==> config.mk <==
export PLATFORM = sky130hd
export DESIGN_NAME = thermocouple_spi_responder
export DESIGN_NICKNAME = d
export VERILOG_FILES = /design/src/rtl/thermocouple_spi_responder.sv
export SDC_FILE = /design/constraint.sdc
export NUM_CORES = 1
export LEC_CHECK = 0
export CAP_MARGIN = 25
export CORE_MARGIN = 4
export CORE_UTILIZATION = 50
export CTS_CLUSTER_SIZE = 30
export DETAILED_ROUTE_END_ITERATION = 16
export PLACE_DENSITY = 0.71
export SYNTH_ARGS = -nofsm -noshare
export SYNTH_HDL_FRONTEND = slang
export SYNTH_SLANG_ARGS = --single-unit
export TNS_END_PERCENT = 10
==> constraint.sdc <==
create_clock -name clk -period 2.6 [get_ports clk]
set_clock_uncertainty 0.05 [all_clocks]
set_input_delay 0.26 -clock clk [delete_from_list [all_inputs] [get_ports clk]]
set_output_delay 0.26 -clock clk [all_outputs]
set_load 0.03 [all_outputs]
==> src/rtl/thermocouple_spi_responder.sv <==
// Thermocouple-to-digital converter device model: periodic snapshot of
// temperature/fault inputs into a 32-bit frame, shifted out MSB-first on SPI.
//
// Ports:
//   clk, rst         system clock, synchronous active-high reset
//   sck, cs_n        asynchronous SPI clock / chip select from the master
//   tc_temp_in       14-bit thermocouple temperature (0.25 C/LSB)
//   junction_temp_in 12-bit cold-junction temperature (0.0625 C/LSB)
//   fault_in         {short-to-VCC, short-to-GND, open-circuit}
//   miso, miso_oe    serial data and its drive enable
//   frame_done       one-cycle pulse after the 32nd bit is shifted out
//
// Optional feature macro: TC_ZERO_ON_FAULT_EN (zero the thermocouple
// field of a snapshot taken while any fault bit is set).
module thermocouple_spi_responder #(
    parameter int CONV_CYCLES = 300,
    parameter int CBITS       = 10
) (
    input  logic        clk,
    input  logic        rst,
    input  logic        sck,
    input  logic        cs_n,
    input  logic [13:0] tc_temp_in,
    input  logic [11:0] junction_temp_in,
    input  logic [2:0]  fault_in,
    output logic        miso,
    output logic        miso_oe,
    output logic        frame_done
);

    typedef enum logic [1:0] {
        IDLE,
        SHIFT,
        DONE
    } state_t;

    localparam logic [CBITS-1:0] CONV_LAST = CBITS'(CONV_CYCLES - 1);

    // [0],[1] synchronizer, [2] previous synchronized value
    logic [2:0] sck_sync;
    logic [2:0] cs_sync;

    logic sck_fall;
    logic cs_fall;
    logic cs_rise;

    state_t           state;
    logic [31:0]      shadow;
    logic [31:0]      shreg;
    logic [5:0]       bit_cnt;
    logic [CBITS-1:0] conv_cnt;
    logic [13:0]      tc_field;
    logic [31:0]      frame_p;

    always_ff @(posedge clk) begin
        if (rst) begin
            sck_sync <= 3'b000;
            cs_sync  <= 3'b111;
        end else begin
            sck_sync <= {sck_sync[1:0], sck};
            cs_sync  <= {cs_sync[1:0], cs_n};
        end
    end

    assign sck_fall = sck_sync[2] & ~sck_sync[1];
    assign cs_fall  = cs_sync[2] & ~cs_sync[1];
    assign cs_rise  = ~cs_sync[2] & cs_sync[1];

    always_comb begin
        tc_field = tc_temp_in;
`ifdef TC_ZERO_ON_FAULT_EN
        if (|fault_in) begin
            tc_field = '0;
        end
`endif
        frame_p = {tc_field, 1'b0, |fault_in,
                   junction_temp_in, 1'b0, fault_in};
    end

    always_ff @(posedge clk) begin
        if (rst) begin
            state      <= IDLE;
            shadow     <= '0;
            shreg      <= '0;
            bit_cnt    <= '0;
            conv_cnt   <= '0;
            miso       <= 1'b0;
            miso_oe    <= 1'b0;
            frame_done <= 1'b0;
        end else begin
            frame_done <= 1'b0;
            case (state)
                IDLE: begin
                    // Conversion time only accrues while deselected;
                    // a select in the snapshot cycle sees the old shadow.
                    if (conv_cnt == CONV_LAST) begin
                        shadow   <= frame_p;
                        conv_cnt <= '0;
                    end else begin
                        conv_cnt <= conv_cnt + 1'b1;
                    end
                    miso    <= 1'b0;
                    miso_oe <= 1'b0;
                    if (cs_fall) begin
                        shreg   <= shadow;
                        miso    <= shadow[31];
                        miso_oe <= 1'b1;
                        bit_cnt <= '0;
                        state   <= SHIFT;
                    end
                end
                SHIFT: begin
                    // Deselect has priority over a coincident sck fall.
                    if (cs_rise) begin
                        miso    <= 1'b0;
                        miso_oe <= 1'b0;
                        state   <= IDLE;
                    end else if (sck_fall) begin
                        shreg   <= {shreg[30:0], 1'b0};
                        bit_cnt <= bit_cnt + 6'd1;
                        if (bit_cnt == 6'd31) begin
                            miso       <= 1'b0;
                            frame_done <= 1'b1;
                            state      <= DONE;
                        end else begin
                            miso <= shreg[30];
                        end
                    end
                end
                DONE: begin
                    miso <= 1'b0;
                    if (cs_rise) begin
                        miso_oe <= 1'b0;
                        state   <= IDLE;
                    end
                end
                default: begin
                    miso    <= 1'b0;
                    miso_oe <= 1'b0;
                    state   <= IDLE;
                end
            endcase
        end
    end

endmodule

==> metrics.md, run 1 <==
| Metric | Value |
|---|---|
| Post-synth ARST share | 0% |
| Post-DP HPWL | a little under 5000 um |
| Seq/Total Area, Yosys | between 40% and 50% |
| Setup crit start kind | register |
| Die area | roughly 0.0092 mm^2 |
| Max Freq | 449.2 MHz |
| Initial antenna violation count | 0 |
| Leading area contributor after synthesis | dfxtp_1 |
| P per Cell Area | ~660 mW/mm^2 |
| Clock transition at path regs | ~0.080 ns |
| Leak | between 1 and 1.5 nW |
| Post-synth top area share | a little under half |
| Fin crit period | between 2 and 2.5 ns |
| Final Cycle Share | about 86% |
| Synth Warn # | 0 |
| Unrepaired setup endpoints after global routing | false |
| CP Data Arrival Time | 2.44 ns |
| Rel. slew slack | approximately 56% |
| Final setup fails | 0 |
| Top cells by area, synth | dfxtp_1, mux2i_1, a211oi_2 |
| DR DRC count | 0 |
| Iteration-0 DRC count of the detailed router | about 200 |
| Synth unique cells | 45 |
| Pin count of the biggest net entering global routing | 39 |
| WS Path Type | reg -> reg |
| Clock root cell | clkbuf_8 |
| CP max FO | 28 |
| Post-route ant nets | 0 |
| Antenna cells | 0 |
| Routed via count | slightly below 3000 |
| Worst Max-Slew Pin Slew | ~0.66 ns |
| # rows | 31 |
| Worst endpoint required time | 2.81 ns |
| Fill cells | around 660 |
| Number of synthesized flops with an enable pin | 0 |
| First-pass GRT wire length | 12900 um |
| Syn avg cell area | roughly 9.4 um^2 |
| Setup ws final | ~0.37 ns |
| Layout cells sized above 1 | between 10% and 20% |
| Chip Width | 95.94 um |
| Max Cap Viol | 0 |
| Worst setup EP type | register |
| Pins over their slew limit | 0 |
| Final Hold Viols | 0 |
| Most frequent cell after synthesis | dfxtp_1 |
| CTS tree | done |
| H-tree Lvls | 3 |
| Area Overhead vs Synth | 13.79% |
| Post-Place Worst Slack | around 0.18 ns |
| CTS Sinks | between 80 and 90 |
| Clock Latency Late Sink | 0.35 ns |
| GR Util All Layers | about 18% |
| Synth Register Bits | slightly below 90 |
| I/O Buffers | 35 |
| Setup TNS | 0 ns |
| Via-to-Cell Ratio | between 5 and 6 |
| Clk buf depth | 2 |
| Net count, final | 472 |
| Core area | 0.007370 mm^2 |
| CTS buffer count | 9 |
| RD Place Congestion | approximately 0.80 |
| Initial Util | between 50% and 60% |
| Mapped Area | 0.003866 mm^2 |
| Top cells by count, synth | dfxtp_1, nand2_1, a21oi_1 |
| Worst VDD drop | 352.8 uV |
| Outcome | complete, no violations |
| Avg WL per Cell | approximately 14 um |
| Main synth FF type | dfxtp_1 |
| Hold WC Path Type | reg -> reg |
| Net Count, Synth | 448 |
| Die height | roughly 96 um |
| IO Pins | 36 |
| Post-CTS Setup Bufs | 0 |
| Final wirelength | roughly 7700 um |
| Overflow after GRT | 0 |
| Pre-Repair DR Iteration Count | 4 |
| Count of mapped cells out of synthesis | about 400 |
| Vias in the first global route | between 2000 and 3000 |
==> sequential cells by signal (all words and copies together), names as in the netlist <==
signal,cells
bit_cnt,6
conv_cnt,10
cs_sync,3
frame_done,1
miso,1
miso_oe,1
sck_sync,3
shadow,30
shreg,31
state,2
==> layout by cell type (no fill, tap or decap), types with 2 or more instances in the layout <==
cell type / synthesis / final
a211oi_1: 9 / 9
a211oi_2: 20 / 20
a21oi_1: 37 / 37
a31oi_1: 2 / 2
and3_1: 5 / 5
and4_1: 3 / 3
buf_4: 4 / 8
clkbuf_8: 0 / 10
clkdlybuf4s50_1: 0 / 34
clkinv_2: 0 / 3
dfxtp_1: 88 / 88
ha_1: 5 / 4
inv_1: 4 / 4
mux2i_1: 34 / 34
nand2_1: 66 / 66
nand2b_1: 4 / 4
nand3_1: 9 / 9
nand4_1: 3 / 3
nor2_1: 16 / 16
nor2b_1: 3 / 3
nor3_1: 22 / 22
nor3_2: 7 / 7
nor3b_1: 4 / 4
o211ai_1: 3 / 3
o21a_1: 2 / 2
o21ai_0: 4 / 4
or2_2: 3 / 3
or3_1: 4 / 4
xnor2_1: 4 / 4
xor2_1: 5 / 5
==> report_power, final <==
part / total, W / internal [W] / leakage (nW) / switching [W]
Combinational: 0.000601 / 0.000280 / 0.656 / 0.000322
Clock: 0.000802 / 0.000358 / 0.0838 / 0.000445
Sequential: 0.00148 / 0.00143 / 0.713 / 0.0000541
==> layer usage <==
metal  share of wire [%]  global-route usage, %  vias to the layer above
met1                  48                  23.19                     1369
met3                 4.6                  5.160                        8
met4                0.76                  4.502                        0
met5                   0                      0                        -
met2                  46                  29.01                       53
li1                    -                      -                     1491
==> worst paths after layout <==
kind	to	cells past startpoint	start	slack (ns)
max	shreg[4]$_SDFFE_PP0P_	6	state[0]$_SDFFE_PP0P_	0.37
min	cs_sync[1]$_SDFF_PP1_	1	cs_sync[0]$_SDFF_PP1_	0.37
max reg2reg	shreg[4]$_SDFFE_PP0P_	6	state[0]$_SDFFE_PP0P_	0.37
min reg2reg	cs_sync[1]$_SDFF_PP1_	1	cs_sync[0]$_SDFF_PP1_	0.37
==> stage by stage <==
step	total power, W	area [um^2]	cells	hold slack, ns	utilization (%)
5_1_grt	0.003032	4399	536	0.3918	59.69
4_1_cts	0.002912	4392	536	0.3647	59.59
3_5_place_dp	0.002108	4232	522	0.3448	57.42
6_report	0.002884	4399	536	0.3652	59.69
3_3_place_gp	0.002090	4232	522	0.3566	57.42
2_1_floorplan	0.001987	3866	410	0.3138	-
==> cell families (layout without fill, tap and decap cells) <==
family	Yosys count	after routing	synth area share (%)
flip-flops	88	88	45.57
AND/OR/NAND/NOR	157	157	20.74
AO/OA/AOI/OAI	82	82	16.25
adder cells (fa/ha/maj)	5	5	1.618
buffers and inverters	34	61	4.692
multiplexers	35	35	9.094
XOR/XNOR	9	9	2.039
==> layout make-up <==
class                           count  area, um^2  area share, %
Clock buffer                       10       137.6          3.129
Sequential cell                    88        1762          40.05
Tap cell                           99       123.9          2.816
Inverter                            4       15.01         0.3413
Multi-Input combinational cell    288        1933          43.94
Timing Repair Buffer               43       405.4          9.215
Clock inverter                      4       22.52         0.5119
==> worst max-delay path, cell delays in order (launching register included) <==
cell and delay (ns):
dfxtp_1 0.33, inv_1 0.09, ha_1 0.42, mux2_2 0.43, o211ai_4 0.18, nand2_4 0.33, a211oi_1 0.30
==> repair_timing <==
item | in CTS | in global routing
hold buffers | 0 | 0
resized for setup | 0 | 1
endpoints found under the hold margin | 0 | 0
setup endpoints to repair | 0 | 2
No activity file was read; power rests on OpenSTA's default activity.
==> run 2: changes to the inputs <==
Settings changed: PLACE_DENSITY 0.71 to 0.77, SETUP_SLACK_MARGIN set to 0.2.
==> run 2 against run 1 <==
  * Setup slack gained 0.12 ns
  * Sequential power is essentially flat
  * Sequential cell count is the same
  * Register-to-register slack gained 0.12 ns
  * Die area is the same
  * Combinational power grew 2%
  * Clock-buffer cell count grew 1
  * Critical path depth is the same
  * Non-clock buffer count is the same
  * Largest cell class unchanged
==> metrics.md, run 2 (same netlist as run 1, synthesis figures left out) <==
| Metric | Value |
|---|---|
| Iteration-0 DRC count of the detailed router | 147 |
| Area Overhead vs Synth | 13.98% |
| Worst endpoint required time | approximately 2.8 ns |
| GR Util All Layers | 17.67% |
| Post-CTS Setup Bufs | 0 |
| Pin count of the biggest net entering global routing | 34 |
| Final setup fails | 0 |
| Pins over their slew limit | 0 |
| Net count, final | around 470 |
| Largest registers | shreg (31), shadow (30), conv_cnt (10) |
| Final Hold Viols | 0 |
| Routed via count | 2899 |
| Final Cycle Share | between 80 and 90% |
| Largest Register | shreg |
| First-pass GRT wire length | 12910 um |
| Setup crit start kind | register |
| Post-route ant nets | 0 |
| Avg WL per Cell | roughly 14 um |
| Chip Width | between 90 and 100 um |
| Initial Util | between 50 and 60% |
| Pre-Repair DR Iteration Count | 4 |
| CP max FO | 28 |
| Final wirelength | 7616 um |
| Fill cells | 642 |
| Max Freq | 475.1 MHz |
| Worst VDD drop | approximately 250 uV |
| I/O Buffers | 35 |
| Layout cells sized above 1 | between 10% and 20% |
| Hold WC Path Type | in -> reg |
| Start point of the critical path | state[1]$_SDFFE_PP0P_ |
| Fin crit period | 2.105 ns |
| CTS tree | done |
| Leak | 1.446 nW |
| Post-Place Worst Slack | approximately 0.25 ns |
| Die area | 0.009204 mm^2 |
| Vias in the first global route | 2787 |
| Antenna cells | 0 |
| Multi-input logic area | 0.001936 mm^2 |
| CP Data Arrival Time | approximately 2.3 ns |
| Worst Max-Slew Pin Slew | between 0.5 and 0.6 ns |
| Setup TNS | 0 ns |
| Clock transition at path regs | roughly 0.08 ns |
| # rows | 31 |
| Max incr delay on CP | between 0.4 and 0.5 ns |
| Core area | between 0.007 and 0.008 mm^2 |
| Reg2Reg Launch Point | state[1]$_SDFFE_PP0P_ |
| Initial antenna violation count | 0 |
| Setup ws final | a little under 0.5 ns |
| H-tree Lvls | 3 |
| Clock Latency Late Sink | 0.34 ns |
| Clk buf depth | 2 |
| Hold path startpoint | rst |
| Commonest non-fill, non-tap cells in the layout | dfxtp_1, nand2_1, a21oi_1 |
| Overflow after GRT | 0 |
| CTS Sinks | 88 |
| Outcome | complete, no violations |
| DR DRC count | 0 |
| CP max stage cell | mux2_2 |
| Critical-path cell list | inv_1 -> ha_2 -> mux2_2 -> o211ai_4 -> nand2_4 -> a211oi_1 |
| Largest register FFs | 31 |
| CTS buffer count | 9 |
| Via-to-Cell Ratio | around 5.4 |
| Register area | about 0.0018 mm^2 |
| Most common cell after layout, fill and taps aside | dfxtp_1 |
| Worst setup EP type | register |
| RD Place Congestion | a little under 0.8 |
| Max Cap Viol | 0 |
| Post-DP HPWL | a little under 5000 um |
| Unrepaired setup endpoints after global routing | false |
| P per Cell Area | approximately 650 mW/mm^2 |
| Die height | about 96 um |
| IO Pins | 36 |
| WS Path Type | reg -> reg |
| Rel. slew slack | between 60% and 70% |
| Clock root cell | clkbuf_8 |
-- run 2: worst max-delay path: cells and delay by family (launching register included) --
family / cells / cell delay [ns]
compound gates: 2 / 0.48
mux: 1 / 0.41
simple gates: 1 / 0.34
flops: 1 / 0.32
fa+ha+maj: 1 / 0.32
buf+inv: 1 / 0.10
-- run 2: final cells by class --
cell class                      instances  share of cell area [%]
Inverter                                4                  0.3407
Clock inverter                          3                  0.4827
Clock buffer                           11                   2.981
Tap cell                               99                   2.811
Multi-Input combinational cell        288                   43.92
Sequential cell                        88                   39.98
Timing Repair Buffer                   43                   9.483
-- run 2: per-layer routing --
layer | global-route usage [%] | share of wire, % | routed length [um] | vias up
met5 | 0 | 0 | 0 | -
met4 | 6.043 | 1.2 | 94 | 0
met3 | 4.222 | 4.6 | 349 | 7
met2 | 27.56 | 46 | 3530 | 53
met1 | 23.93 | 48 | 3642 | 1346
li1 | - | - | - | 1493
-- run 2: what timing repair did --
action,in CTS,in global routing
gates resized for setup,0,2
hold buffers,0,0
endpoints found under the hold margin,0,0
setup endpoints to repair,0,35
-- run 2: path summary, 6_finish.rpt --
path	endpoint	slack (ns)	cells past startpoint
setup reg to reg	shreg[4]$_SDFFE_PP0P_	0.50	6
hold reg to reg	cs_sync[1]$_SDFF_PP1_	0.38	1
setup / recovery	shreg[4]$_SDFFE_PP0P_	0.50	6
hold / removal	miso_oe$_SDFFE_PP0P_	0.34	2
-- run 2: power by group --
part	switching, W	total [W]	internal (W)
sequential	0.0000513	0.00148	0.00143
clock	0.000440	0.000778	0.000338
combinational	0.000328	0.000615	0.000287
total	0.000819	0.00287	0.00205
-- run 2: stage by stage --
stage / area, um^2 / hold WS, ns / power, W / utilization, % / cells
after global placement: 4244 / 0.3509 / 0.002091 / 57.59 / 522
after floorplan: 3866 / 0.3138 / 0.001987 / - / 410
final: 4407 / 0.3437 / 0.002870 / 59.80 / 536
after detailed placement: 4244 / 0.3534 / 0.002112 / 57.59 / 522
after global routing: 4407 / 0.3603 / 0.003035 / 59.80 / 536
after CTS: 4397 / 0.3287 / 0.002890 / 59.66 / 536
